`config.mk`:
```
export PLATFORM = sky130hd
export DESIGN_NAME = gat_stage_scheduler
export DESIGN_NICKNAME = d
export VERILOG_FILES = /design/src/rtl/gat_stage_scheduler.sv
export SDC_FILE = /design/constraint.sdc
export NUM_CORES = 1
export LEC_CHECK = 0
export CORE_MARGIN = 4
export CORE_UTILIZATION = 45
export CTS_CLUSTER_SIZE = 16
export DETAILED_ROUTE_END_ITERATION = 12
export PLACE_DENSITY = 0.84
export SETUP_SLACK_MARGIN = 0.05
export SLEW_MARGIN = 20
export SYNTH_ARGS = -nofsm -noshare
export SYNTH_HDL_FRONTEND = slang
export SYNTH_SLANG_ARGS = --single-unit
export TNS_END_PERCENT = 100
```
`constraint.sdc`:
```
create_clock -name clk -period 4.3 [get_ports clk]
set_clock_uncertainty 0.15 [all_clocks]
set_input_delay 0.43 -clock clk [delete_from_list [all_inputs] [get_ports clk]]
set_output_delay 0.43 -clock clk [all_outputs]
set_load 0.05 [all_outputs]
```
`src/rtl/gat_stage_scheduler.sv`:
```
// rtl/gat_stage_scheduler.sv - GAT layer stage sequencer with per-stage watchdog
//
// Runs SPMM once, then DMVM -> SM -> AGGR for each subgraph, handshaking each
// engine with one-cycle start pulses and done pulses.
//
// Optional feature macro: GAT_SCHED_PERF_EN (per-stage cycle counters).
//
// Ports:
//   clk, rst                 clock, synchronous active-high reset
//   start_i, num_subgraph_i  layer start (IDLE only) and subgraph count
//   *_start_o                one-cycle stage start pulses (spmm, dmvm, sm, aggr)
//   *_done_i                 stage completion pulses
//   subgraph_idx_o           current subgraph index
//   busy_o, done_o           layer running / one-cycle layer complete
//   err_o, err_stage_o       sticky watchdog error and offending stage
//   *_cyc_o                  per-stage cycle counters (zero without the macro)
module gat_stage_scheduler #(
    parameter int SG_W    = 16,
    parameter int TIMEOUT = 1000000
) (
    input  logic            clk,
    input  logic            rst,
    input  logic            start_i,
    input  logic [SG_W-1:0] num_subgraph_i,
    output logic            spmm_start_o,
    output logic            dmvm_start_o,
    output logic            sm_start_o,
    output logic            aggr_start_o,
    input  logic            spmm_done_i,
    input  logic            dmvm_done_i,
    input  logic            sm_done_i,
    input  logic            aggr_done_i,
    output logic [SG_W-1:0] subgraph_idx_o,
    output logic            busy_o,
    output logic            done_o,
    output logic            err_o,
    output logic [1:0]      err_stage_o,
    output logic [31:0]     spmm_cyc_o,
    output logic [31:0]     dmvm_cyc_o,
    output logic [31:0]     sm_cyc_o,
    output logic [31:0]     aggr_cyc_o
);

    typedef enum logic [2:0] {
        S_IDLE,
        S_SPMM,
        S_DMVM,
        S_SM,
        S_AGGR,
        S_DONE
    } state_t;

    localparam int WD_W = (TIMEOUT > 1) ? $clog2(TIMEOUT + 1) : 1;

    state_t          state_q, state_d;
    logic            entry_q, entry_d;
    logic [WD_W-1:0] wd_q;
    logic [SG_W-1:0] cnt_q, cnt_d;
    logic [SG_W-1:0] idx_q, idx_d;
    logic            err_q, err_d;
    logic [1:0]      err_stage_q, err_stage_d;

    logic            in_stage;
    logic            stage_done;
    logic [1:0]      stage_code;
    logic            done_acc;
    logic            wd_hit;
    logic            start_acc;

    always_comb begin
        in_stage   = 1'b0;
        stage_done = 1'b0;
        stage_code = 2'd0;
        case (state_q)
            S_SPMM: begin in_stage = 1'b1; stage_done = spmm_done_i; stage_code = 2'd0; end
            S_DMVM: begin in_stage = 1'b1; stage_done = dmvm_done_i; stage_code = 2'd1; end
            S_SM:   begin in_stage = 1'b1; stage_done = sm_done_i;   stage_code = 2'd2; end
            S_AGGR: begin in_stage = 1'b1; stage_done = aggr_done_i; stage_code = 2'd3; end
            default: ;
        endcase
    end

    // The done pulse is ignored in the start-pulse cycle so an engine that
    // still holds done from a previous run cannot retire the new run.
    assign done_acc  = in_stage && !entry_q && stage_done;
    // Fires in the stage's TIMEOUT-th cycle; the error is visible one cycle
    // later, i.e. exactly TIMEOUT cycles after the start pulse.
    assign wd_hit    = (TIMEOUT != 0) && in_stage && (wd_q == WD_W'(TIMEOUT - 1));
    assign start_acc = (state_q == S_IDLE) && start_i;

    always_comb begin
        state_d     = state_q;
        cnt_d       = cnt_q;
        idx_d       = idx_q;
        err_d       = err_q;
        err_stage_d = err_stage_q;
        case (state_q)
            S_IDLE: begin
                if (start_i) begin
                    state_d     = S_SPMM;
                    cnt_d       = num_subgraph_i;
                    idx_d       = '0;
                    err_d       = 1'b0;
                    err_stage_d = 2'd0;
                end
            end
            S_DONE: state_d = S_IDLE;
            default: begin
                if (done_acc) begin
                    case (state_q)
                        S_SPMM:  state_d = (cnt_q != '0) ? S_DMVM : S_DONE;
                        S_DMVM:  state_d = S_SM;
                        S_SM:    state_d = S_AGGR;
                        default: begin
                            if (idx_q == cnt_q - SG_W'(1)) begin
                                state_d = S_DONE;
                            end else begin
                                idx_d   = idx_q + SG_W'(1);
                                state_d = S_DMVM;
                            end
                        end
                    endcase
                end else if (wd_hit) begin
                    err_d       = 1'b1;
                    err_stage_d = stage_code;
                    state_d     = S_IDLE;
                end
            end
        endcase
    end

    // Every entry into a stage is a state change (AGGR->DMVM included), so
    // a change of state into a stage marks the start-pulse cycle.
    assign entry_d = (state_d != state_q) &&
                     (state_d == S_SPMM || state_d == S_DMVM ||
                      state_d == S_SM   || state_d == S_AGGR);

    always_ff @(posedge clk) begin
        if (rst) begin
            state_q     <= S_IDLE;
            entry_q     <= 1'b0;
            wd_q        <= '0;
            cnt_q       <= '0;
            idx_q       <= '0;
            err_q       <= 1'b0;
            err_stage_q <= 2'd0;
        end else begin
            state_q     <= state_d;
            entry_q     <= entry_d;
            cnt_q       <= cnt_d;
            idx_q       <= idx_d;
            err_q       <= err_d;
            err_stage_q <= err_stage_d;
            if (entry_d) begin
                wd_q <= '0;
            end else if (in_stage && TIMEOUT != 0) begin
                wd_q <= wd_q + WD_W'(1);
            end
        end
    end

    assign spmm_start_o   = entry_q && (state_q == S_SPMM);
    assign dmvm_start_o   = entry_q && (state_q == S_DMVM);
    assign sm_start_o     = entry_q && (state_q == S_SM);
    assign aggr_start_o   = entry_q && (state_q == S_AGGR);
    assign busy_o         = in_stage;
    assign done_o         = (state_q == S_DONE);
    assign subgraph_idx_o = idx_q;
    assign err_o          = err_q;
    assign err_stage_o    = err_stage_q;

`ifdef GAT_SCHED_PERF_EN
    logic [3:0][31:0] cyc_q;

    always_ff @(posedge clk) begin
        if (rst || start_acc) begin
            cyc_q <= '0;
        end else if (in_stage && cyc_q[stage_code] != 32'hFFFF_FFFF) begin
            cyc_q[stage_code] <= cyc_q[stage_code] + 32'd1;
        end
    end

    assign spmm_cyc_o = cyc_q[0];
    assign dmvm_cyc_o = cyc_q[1];
    assign sm_cyc_o   = cyc_q[2];
    assign aggr_cyc_o = cyc_q[3];
`else
    assign spmm_cyc_o = 32'd0;
    assign dmvm_cyc_o = 32'd0;
    assign sm_cyc_o   = 32'd0;
    assign aggr_cyc_o = 32'd0;
`endif

endmodule
```
### Word level (Yosys, flattened, before mapping)

Index checks and enable logic that the tools add are counted.

| storage, ports and cells | value |
|---|---|
| word-level logic and storage cells | 72 |
| bits in registers | 59 |
| bits of input ports | 23 |
| output and inout bits | 153 |

| operators by class | value |
|---|---|
| eq/ne operators | 16 |
| bitwise gates (word level) | 1 |
| multiplexer cells | 23 |
| add/sub/neg operators | 3 |
| reduce and logical (&&, ||, !) cells | 22 |

Operators with widths:

| kind | count |
|---|---|
| $mux 16 | 4 |
| $pmux 16 s2 | 1 |
| $add 20x1->20 const B | 1 |
| $eq 20x20->1 const B | 1 |
| $add 16x1->16 const B | 1 |
| $eq 16x16->1 | 1 |
| $reduce_bool 16->1 | 1 |
| $sub 16x1->16 const B | 1 |
| $mux 3 | 5 |
| $eq 3x2->1 const B | 4 |
| $eq 3x3->1 const B | 3 |
| $pmux 3 s3 | 1 |
| $logic_and 1x1->1 | 8 |
| $eq 3x1->1 const B | 2 |
| $mux 2 | 3 |
| $pmux 2 s3 | 1 |
| $pmux 3 s2 | 1 |
| $reduce_and 5->1 | 1 |
| $mux 1 | 4 |
| $ne 2x1->1 const B | 2 |
| $ne 2x2->1 const B | 2 |
| $pmux 1 s4 | 1 |
| $pmux 2 s2 | 1 |
| $reduce_and 4->1 | 1 |
| other kinds (11) | 14 |

### Logic depth before layout (Yosys ltp)

| depth | value |
|---|---|
| depth in word-level cells | 13 |
| depth in mapped cells | 13 |
| gate-level depth less buffers | 10 |

### Worst setup path after synthesis

OpenSTA, ideal clock, no wires.

| path | value |
|---|---|
| path type | register -> register |
| from | register cnt_q[3] |
| to | register idx_q[0], in the netlist subgraph_idx_o[0] |
| period minus slack after synthesis | 3,407 ps |
| setup slack | 893 ps |
| stages on the path, launching flop included | 14 |
| data arrival time | 3,189 ps |
| library setup time | 67 ps |
| path buffers | 5 |
| data required time | 4,083 ps |
| cell sequence | dfxtp_1 buf_6 or4_1 buf_2 or3_1 o311a_1 a221o_1 or3_1 buf_6 a21oi_4 buf_6 buf_12 nand2_2 a21oi_2 |

| between the ends | value |
|---|---|
| longest elaborated chain between the ends | 4 |

RTL lines:

| what | RTL line | text |
|---|---|---|
| from (decl) | 58 | `logic [SG_W-1:0] cnt_q, cnt_d;` |
| from (signal assigned) | 150 | `cnt_q <= cnt_d;` |
| $sub 16x1->16 | 115 | `if (idx_q == cnt_q - SG_W'(1)) begin` |
| $eq 16x16->1 | 115 |  |
| $ne 2x2->1 (no source line) | n/a |  |
| $reduce_and 5->1 (no source line) | n/a |  |
| to (signal assigned) | 151 | `idx_q <= idx_d;` |
| to (decl) | 59 | `logic [SG_W-1:0] idx_q, idx_d;` |

No other way between the ends.
A chain may end at the register's enable or synchronous reset.

### Final worst setup path

| path | value |
|---|---|
| from | register cnt_q[3] |
| to | register idx_q[4], in the netlist subgraph_idx_o[4] |

Same word-level chain as after synthesis.

==> flow_summary.yaml <==
synthesis:
  synth_edf_count: 0
  yosysMostFrequentCell: "buf_4"
  synth_ff_type: "dfxtp_1"
  yosysTopAreaCell: "dfxtp_1"
  synth_top_area_frac: 0.2580
  syn-cell-area_um2: 4578
  synthArstFlopShare: 0
  avgSynthCellArea_um2: 8.132
  synth_common_cells: "buf_4 (130), nand2_1 (63), dfxtp_1 (59)"
  synth.area.top_cells: "dfxtp_1 (26%), buf_4 (21%), nor4_2 (5.5%)"
  synth_cell_types: 60
  ys_seq_area_frac: 0.2580
  synthCells: 563
  ys_seq_elements: 59
  ys_warn_count: 0
global_route:
  met2_usage: 0.2741
  grtUsageMet1: 0.2041
  grt_pass1_wl_um: 15730
  grt_max_degree: 45
  overflow: 0
  grt_use_total: 0.1657
  grt_pass1_vias: 3395
  grt_use_met3: 0.03730
  grt.busiest_layer: "met2"
  antenna_found_initial: 0
die:
  start_util: 0.4662
  rows: 36
  die_h_um: 108.9
  ios: 176
  core_um2: 9819
  die-width_um: 108.9
  die_area_um2: 11850
cts:
  cts_buffers: 9
  hold_buffers: 0
  post_cts_buffers: 0
  htreeDepth: 3
  clock_latency_ps: 340
  ctsResizeCount: 0
  clockRootBuffer: "clkbuf_8"
  cts_max_path_buffers: 2
  tritoncts: "built"
  clock_sinks: 59
  clk_pin_slew_worst_paths_ps: 70
pwr:
  pwr_density_cell_nw_per_um2: 342.2
  combPwrFrac: 0.274
  p_switching_w: 0.0006152
  p_seq_frac: 0.351
  switching_share: 0.3705
  ir_drop_uv: 134.2
  clockPowerShare: 0.375
  leakage_nw: 1.884
  internal_power_w: 0.001045
sta:
  setup_viol: 0
  maxSlewViolCount: 0
  tns_ps: 0
  finalCriticalPeriod_ps: 3809
  rsz0062_at_grt: "no"
  relSlewSlack: 0.4396
  layout_setup_ws_ps: 490.5
  finalHoldViolations: 0
  worstMarginPinSlew_ps: 840.6
  fin_crit_sh: 0.8859
  fmax_mhz: 262.5
placement:
  portBuffers: 47
  place_ws_ps: 517.5
  dp_hpwl_um: 7584
  dp_cells: 722
  place.gp.congestion: 0.8753
finish:
  drive_gt1_frac: 0.09421
  num_antenna_cells: 0
  fin_nets: 626
  fin_cells: 738
  area_delta_synth_final_pct: 5.985
route:
  wl_per_cell_um: 13.50
  routed_wl_um: 9961
  detail-route-antenna-nets: 0
  route.detailed.drc: 0
  drt_iter0_markers: 262
  vias: 3704
  via_per_inst: 5.019
  firstDrtPassIters: 4
critical_path:
  worst-r2r-setup-slack_ps: 490
  cp.required_ps: 4410
  startpoint_type: "flop"
  cp-end-kind: "flop"
  arrival_ps: 3920
  path_max_fanout: 26
  setup.worst_path.start: "cnt_q[3]"
  crit_type: "reg -> reg"
  r2r-start: "cnt_q[3]"
status:
  outcome: "finished clean"
job:
  maxCapViolCount: 0
hold_path:
  hold_class: "reg -> reg"
  hp-start: "err_o"
[area by class of cell]
cell class / count / area (um^2)
Clock buffer: 11 / 141.4
Inverter: 11 / 41.29
Multi-Input combinational cell: 466 / 2711
Tap cell: 133 / 166.4
Sequential cell: 59 / 1181
Fill cell: 934 / 4967
Clock inverter: 5 / 100.1
Timing Repair Buffer: 53 / 510.5
[worst paths after layout]
kind	end	cells past startpoint
setup / recovery	subgraph_idx_o[4]	8
hold / removal	err_o	2
setup reg to reg	subgraph_idx_o[4]	8
hold reg to reg	err_o	2
[cell usage in the layout (no fill, tap or decap), drive strengths merged, types with 9 or more instances in the layout]
master / instances
clkdlybuf4s50: 46
nand4: 10
xor2: 20
o21ai: 12
dfxtp: 59
clkbuf: 11
nand3: 16
nand2: 64
nor2: 20
conb: 128
nor3: 13
or4: 9
a21oi: 35
nor4: 29
or3: 14
xnor2: 20
inv: 11
[power groups by stage]
stage | Clock, W | Sequential [W] | Combinational, W
floorplan | 0 | 0.000590 | 0.000495
global placement | 0 | 0.000594 | 0.000446
detailed placement | 0 | 0.000595 | 0.000451
CTS | 0.000632 | 0.000582 | 0.000452
global route | 0.000658 | 0.000585 | 0.000486
finish | 0.000622 | 0.000583 | 0.000456
[state kept, by name, summed over array words and instances (netlist names)]
name            cells
err_stage_o         2
wd_q               20
state_q             3
err_o               1
cnt_q              16
entry_q             1
subgraph_idx_o     16
[layer usage]
layer  share of wire  vias to the layer above
li1                -                     1789
met1            0.39                     1716
met2            0.48                      174
met3            0.10                       25
met4           0.025                        0
met5               0                        -
[cells by family after synthesis]
group / share of synthesized area
AND/OR/NAND/NOR: 0.2760
buffers and inverters: 0.2539
AO/OA/AOI/OAI: 0.1219
flip-flops: 0.2580
XOR/XNOR: 0.07652
adder cells (fa/ha/maj): 0.008200
multiplexers: 0.004646
other: 0.0008191
[critical path, cell delays in order, from the launching register on]
cell and delay, ps:
dfxtp_1 370, or4_1 690, or3_1 430, o311a_1 360
a221o_1 270, or3_1 520, a21oi_4 560, o21ai_0 220
a21oi_1 160
[through the flow]
step / power (W) / hold WS (ps) / utilization / cell area, um^2
global route: 0.001729 / 345.0 / 0.4941 / 4852
floorplan: 0.001085 / 306.3 / - / 5055
detailed placement: 0.001046 / 294.4 / 0.4695 / 4611
CTS: 0.001666 / 304.4 / 0.4941 / 4852
finish: 0.001660 / 303.8 / 0.4941 / 4852
global placement: 0.001040 / 290.2 / 0.4695 / 4611
No activity file was read; power rests on OpenSTA's default activity.
